<file path="config.mk">
export PLATFORM = sky130hd
export DESIGN_NAME = seq_frame_tx
export DESIGN_NICKNAME = d
export VERILOG_FILES = /design/src/rtl/seq_frame_tx.sv
export SDC_FILE = /design/constraint.sdc
export NUM_CORES = 1
export LEC_CHECK = 0
export ABC_AREA = 0
export BUFFER_PORTS_ARGS = -buffer_cell sky130_fd_sc_hd__clkbuf_2
export CAP_MARGIN = 30
export CORE_MARGIN = 2
export CORE_UTILIZATION = 30
export DETAILED_ROUTE_END_ITERATION = 10
export PLACE_DENSITY_LB_ADDON = 0.12
export SYNTH_ARGS = -nofsm -noshare
export SYNTH_HDL_FRONTEND = slang
export SYNTH_SLANG_ARGS = --single-unit
</file>
<file path="constraint.sdc">
create_clock -name clk -period 4.4 [get_ports clk]
set_input_delay 0.22 -clock clk [delete_from_list [all_inputs] [get_ports clk]]
set_output_delay 0.22 -clock clk [all_outputs]
set_load 0.005 [all_outputs]
</file>
<file path="src/rtl/seq_frame_tx.sv">
// rtl/seq_frame_tx.sv - serial frame transmitter: preamble, payload MSB first, optional even parity, one gap bit
// All outputs are registered; a start seen in GAP chains the next frame with no idle cycle.
module seq_frame_tx #(
  parameter int                 DATA_W    = 8,
  parameter int                 PRE_W     = 4,
  parameter logic [PRE_W-1:0]   PREAMBLE  = 4'b1100,
  parameter bit                 PARITY_EN = 1'b1
) (
  input  logic              clk,
  input  logic              rst,
  input  logic              start,
  input  logic [DATA_W-1:0] din,
  output logic              ready,
  output logic              dout,
  output logic              busy,
  output logic              done
);

  localparam int MAX_W = (PRE_W > DATA_W) ? PRE_W : DATA_W;
  localparam int CNT_W = (MAX_W > 1) ? $clog2(MAX_W) : 1;
  localparam logic [CNT_W-1:0] PRE_LAST  = CNT_W'(PRE_W - 1);
  localparam logic [CNT_W-1:0] DATA_LAST = CNT_W'(DATA_W - 1);
  localparam logic [CNT_W-1:0] DATA_PEN  = CNT_W'((DATA_W > 1) ? DATA_W - 2 : 0);

  typedef enum logic [2:0] {IDLE, PRE, DATA, PAR, GAP} state_t;

  state_t            r_state;
  logic [CNT_W-1:0]  r_cnt;
  logic [DATA_W-1:0] r_shreg;
  logic [PRE_W-1:0]  r_pre;
  logic              r_par;
  logic              w_accept;

  assign w_accept = start && ((r_state == IDLE) || (r_state == GAP));

  always_ff @(posedge clk or negedge rst) begin
    if (!rst) begin
      r_state <= IDLE;
      r_cnt   <= '0;
      r_shreg <= '0;
      r_pre   <= '0;
      r_par   <= 1'b0;
      ready   <= 1'b1;
      busy    <= 1'b0;
      dout    <= 1'b0;
      done    <= 1'b0;
    end else begin
      done <= 1'b0;
      if (w_accept) begin
        // First preamble bit goes out straight away; the rest is shifted from r_pre.
        r_state <= PRE;
        r_cnt   <= '0;
        r_shreg <= din;
        r_par   <= ^din;
        r_pre   <= PREAMBLE << 1;
        ready   <= 1'b0;
        busy    <= 1'b1;
        dout    <= PREAMBLE[PRE_W-1];
      end else begin
        case (r_state)
          IDLE: begin
            dout <= 1'b0;
          end
          PRE: begin
            if (r_cnt == PRE_LAST) begin
              r_state <= DATA;
              r_cnt   <= '0;
              dout    <= r_shreg[DATA_W-1];
              r_shreg <= r_shreg << 1;
              done    <= !PARITY_EN && (DATA_W == 1);
            end else begin
              r_cnt <= r_cnt + CNT_W'(1);
              dout  <= r_pre[PRE_W-1];
              r_pre <= r_pre << 1;
            end
          end
          DATA: begin
            if (r_cnt == DATA_LAST) begin
              r_cnt <= '0;
              if (PARITY_EN) begin
                r_state <= PAR;
                dout    <= r_par;
                done    <= 1'b1;
              end else begin
                r_state <= GAP;
                dout    <= 1'b0;
              end
            end else begin
              r_cnt   <= r_cnt + CNT_W'(1);
              dout    <= r_shreg[DATA_W-1];
              r_shreg <= r_shreg << 1;
              done    <= !PARITY_EN && (DATA_W > 1) && (r_cnt == DATA_PEN);
            end
          end
          PAR: begin
            r_state <= GAP;
            r_cnt   <= '0;
            dout    <= 1'b0;
          end
          GAP: begin
            r_state <= IDLE;
            r_cnt   <= '0;
            ready   <= 1'b1;
            busy    <= 1'b0;
            dout    <= 1'b0;
          end
          default: begin
            r_state <= IDLE;
            r_cnt   <= '0;
            ready   <= 1'b1;
            busy    <= 1'b0;
            dout    <= 1'b0;
          end
        endcase
      end
    end
  end

endmodule

</file>
Word-level counts from Yosys, hierarchy flattened:

Index checks and enable logic that the tools add are counted.

* equality and inequality tests: 12
* add/subtract/negate cells: 1
* reduce and logical (&&, ||, !) cells: 10
* mux-type cells: 26

Operators with widths (number)
* 8-bit two-way mux: 3
* 3-bit two-way mux: 6
* 8-bit case mux with 2 select lines: 1
* 4-bit two-way mux: 3
* 3-bit case mux with 4 select lines: 1
* 1-bit two-way mux: 10
* 3-bit by 2-bit == test with 1-bit output, second input constant: 3
* 3-bit inequality test, second input constant: 3
* 3-bit case mux with 3 select lines: 1
* 8-bit XOR reduction: 1
* 3-bit == test, second input constant: 2
* 3-bit AND reduction: 2
* 2-bit inequality test, second input constant: 2
* 4-bit OR reduction: 1
* 3-bit by 1-bit adder with 3-bit output, second input constant: 1
* 3-bit by 1-bit == test with 1-bit output, second input constant: 1
* 3-bit logical NOT: 1
* 3-bit nonzero test: 1
* 2-bit by 1-bit inequality test with 1-bit output, second input constant: 1
* 1-bit case mux with 2 select lines: 1
* 2-bit AND reduction: 1
* 2-bit nonzero test: 1
* 1-bit logical AND: 1
* 1-bit logical OR: 1

* input port bits: 11
* register bits after elaboration: 23
* word-level logic and storage cells: 58
* output and inout bits: 4

Longest topological paths before layout:

* depth after elaboration: 5
* mapped depth: 7
* gate-level depth less buffers: 6

Worst setup path before layout:

Ideal clock, no wire load.

* kind: flip-flop to flip-flop
* start point: register r_cnt[0]
* end point: register r_shreg[4]
* data required time: 4.279 ns
* path slack: 2.726 ns
* period minus slack after synthesis: 1.674 ns
* path buffers: 1
* stages on the path, launching flop included: 7
* setup time: 0.121 ns
* arrival: 1.553 ns
* path through: dfrtp_1 -> ha_1 -> ha_1 -> nor2b_1 -> a211oi_4 -> buf_6 -> o21ai_1

* word-level cells in the longest chain between the ends: 3
* elaborated cells between the ends (all ways): 5
* those cells by class: eq/ne (4); reduce/logical (1)

Ends and longest elaborated chain
* start, declared: line 28 `logic [CNT_W-1:0] r_cnt;`
* start signal, assigned: line 72 `r_cnt <= r_cnt + CNT_W'(1);`
* start signal, assigned: line 89 `r_cnt <= r_cnt + CNT_W'(1);`
* 3-bit == test or 3-bit by 2-bit == test with 1-bit output (tied branches): line 78, 65
* 3-bit inequality test (no source line)
* 3-bit AND reduction (no source line) *
* end signal, assigned: line 53 `r_shreg <= din;`
* end signal, assigned: line 69 `r_shreg <= r_shreg << 1;`
* end signal, assigned: line 91 `r_shreg <= r_shreg << 1;`
* end, declared: line 29 `logic [DATA_W-1:0] r_shreg;`

Every way passes the cells marked *; elsewhere a longest branch is shown, timed or not.
A chain may end at the register's enable or synchronous reset.

Final worst setup path:

* start point: register r_cnt[0]
* end point: register r_shreg[0]

The elaborated chain is that of the path after synthesis.

==> metrics.txt <==
RSZ-0062 raised after global routing no; clk buf depth 2; DP HPWL 1520 um; Critical R2R Launch r_cnt[0]$_DFFE_PN0P_; cell taking the most area after synthesis dfrtp_1; number of DRC markers in iteration 0 16; DR vias/cell 4.54; total CTS buffers 3; antenna violations before repair 0; yosys warns 0; Post-DRT Antenna Nets 0; number of global-route vias before repair between 700 and 800; hold wc startpoint din[0]; post-synthesis cell type count 31; clock insertion delay at the later pin of the skew report 0.26 ns; area share of the largest cell type after synthesis 42.4%; clock transition at the registers of the reported paths 0.07 ns; crit path max fanout 15; commonest non-fill, non-tap cells in the layout dfrtp_1 (19), clkbuf_2 (14), nor2_1 (12); final setup margin 2.48 ns; Clock Skews about 0.0016 ns; total number of vias 795; Ant. Diodes 0; Hold Crit Endpoint r_shreg[0]$_DFFE_PN0P_; Worst VDD drop between 200 and 300 uV; outcome completed; io pins 15; count of pins over their slew limit 0; Post-Route Utilization 34.9%; Cell Rows 22; # port buffers 14; Slew HR 50.8%; fin crit share 43.6%; critical path arrival 2.11 ns; WL final 2170 um; Chip Width 65.1 um; fin nets 143; CP Class flop to flop; CP max stage delay 0.56 ns; Hold Crit Class input port to flop; Post-Route Setup TNS 0 ns; post-synthesis cell area around 1100 um2; Leakage 0.548 nW; Final setup viols 0; Final Hold Viols 0; CP endpoint kind flop; Fillers slightly above 400; CTS tree built; worst hold margin about 0.24 ns; Synthesized Nets 128; register bit total from synthesis 20; core area approximately 3600 um2; Reg2Reg Setup Slack 2.48 ns; worst reg2reg path depth 6; H-tree depth 1; total gr overflow 0; Pre-antenna DRT Iters 2; die area 4240 um2; clk sinks 20; top cells by area, synth dfrtp_1 (42%), mux2i_1 (6.3%), xnor2_1 (5.5%); pin count of the biggest net entering global routing 21; post-synthesis sequential area ratio ~45%; Hold Path Depth 3; Post-Place Worst Slack 2.44 ns; fraction of layout cells with a size suffix above 1 17.3%; slowest CP cell a211oi_4; Clock Tree Root clkbuf_8; syn avg cell area 9.92 um2; commonest non-fill, non-tap cell in the layout dfrtp_1; post-layout minimum cycle time 1.92 ns; first-pass GRT wire length between 3000 and 4000 um; slew of the pin with the lowest slew margin 0.737 ns; max-cap violations 0; Die Span Y 65.1 um; Critical Path Most Common Cell ha_1; pwr/cell area between 600 and 700 nW/um2; CP Cell Sequence ha_1, ha_1, nor2b_1, a211oi_4, nor2_1, a21oi_1; Layout area overhead 13.2%; Req. time, crit path 4.59 ns; placer congestion estimate 0.727; Crit Reg-Reg Endpoint r_shreg[0]$_DFFE_PN0P_; PostCTS Resize Cnt 0; Cells after Synth 113; Tot GR Track Use 11.5%; DRC viols 0; Achievable Freq approximately 0.52 GHz; starting density of the core 30.9%; CP Launch Type flop; routed length per placed instance 12.4 um
stage by stage:
step                total power [mW]  instances  instance area (um2)
detailed placement             0.658        170                 1210
global placement               0.655        170                 1210
CTS                            0.789        175                 1270
global route                   0.854        175                 1270
finish                         0.773        175                 1270
floorplan                      0.597        113                 1120
power breakdown:
part | leakage, nW | switching (mW) | internal [mW]
Clock | 0.0228 | 0.0607 | 0.0645
Combinational | 0.275 | 0.157 | 0.149
Sequential | 0.251 | 0.0827 | 0.259
worst max-delay path, delay by kind of cell, from the launching register on:
family                     cells  cell delay (ns)
and+or+nand+nor                2             0.26
DFF                            1             0.41
AOI/OAI and AO/OA              2             0.68
adders and majority gates      2             0.49
metal layers:
metal | vias to the layer above | share of wire [%] | global-route usage [%]
met4 | 0 | 1.0 | 3.13
met3 | 5 | 3.1 | 3.60
met1 | 367 | 52 | 15.4
met5 | - | 0 | 0
met2 | 9 | 44 | 18.2
li1 | 414 | - | -
layout make-up:
cell class	count	area [um2]	share of cell area, %
Tap cell	48	60.1	4.73
Timing Repair Buffer	15	80.1	6.31
Sequential cell	20	502	39.5
Inverter	4	15.0	1.18
Clock buffer	4	45.0	3.55
Multi-Input combinational cell	84	567	44.7
kinds of logic after synthesis:
family                     Yosys count  share of synthesized area, %
AOI/OAI and AO/OA                   27                          15.5
xor gates and xnor gates             7                          5.47
adders and majority gates            4                          4.46
buffers and inverters                9                          4.69
DFF                                 20                          44.8
muxes                                7                          6.25
and+or+nand+nor                     39                          18.9
sequential cells by signal, indices dropped and copies added, names as in the netlist:
| signal | flops |
|---|---|
| busy | 1 |
| r_pre | 1 |
| r_state | 3 |
| r_par | 1 |
| r_cnt | 3 |
| done | 1 |
| dout | 1 |
| r_shreg | 8 |
| ready | 1 |
how the worst max path moves through the flow:
stage | start | to | slack [ns] | depth (start not counted)
floorplan | r_cnt[0]$_DFFE_PN0P_ | r_shreg[4]$_DFFE_PN0P_ | 2.73 | 6
global placement | r_cnt[0]$_DFFE_PN0P_ | r_shreg[7]$_DFFE_PN0P_ | 2.49 | 5
detailed placement | r_cnt[0]$_DFFE_PN0P_ | r_shreg[6]$_DFFE_PN0P_ | 2.44 | 5
CTS | r_cnt[0]$_DFFE_PN0P_ | r_shreg[2]$_DFFE_PN0P_ | 2.44 | 5
global route | r_cnt[0]$_DFFE_PN0P_ | r_shreg[1]$_DFFE_PN0P_ | 2.22 | 6
finish | r_cnt[0]$_DFFE_PN0P_ | r_shreg[0]$_DFFE_PN0P_ | 2.48 | 6
Yosys cell counts, drive strengths merged:
| cell | n |
|---|---|
| o31ai | 1 |
| a21o | 1 |
| buf | 5 |
| dfstp | 1 |
| a211oi | 1 |
| a21oi | 9 |
| nor2b | 6 |
| inv | 4 |
| o311ai | 1 |
| a211o | 1 |
| o21ai | 10 |
| ha | 4 |
| and2 | 1 |
| xnor2 | 7 |
| a2bb2oi | 1 |
| nor2 | 12 |
| mux2i | 7 |
| nand3 | 1 |
| nor3 | 1 |
| o21bai | 1 |
| a221o | 1 |
| dfrtp | 19 |
| nor3b | 2 |
| nand2 | 11 |
| nand2b | 3 |
| nor4b | 2 |
what timing repair did:
item	in CTS	in global routing
hold buffers	1	0
setup buffers	0	0
endpoints found under the hold margin	19	0
Power figures use the tool's default switching activity.
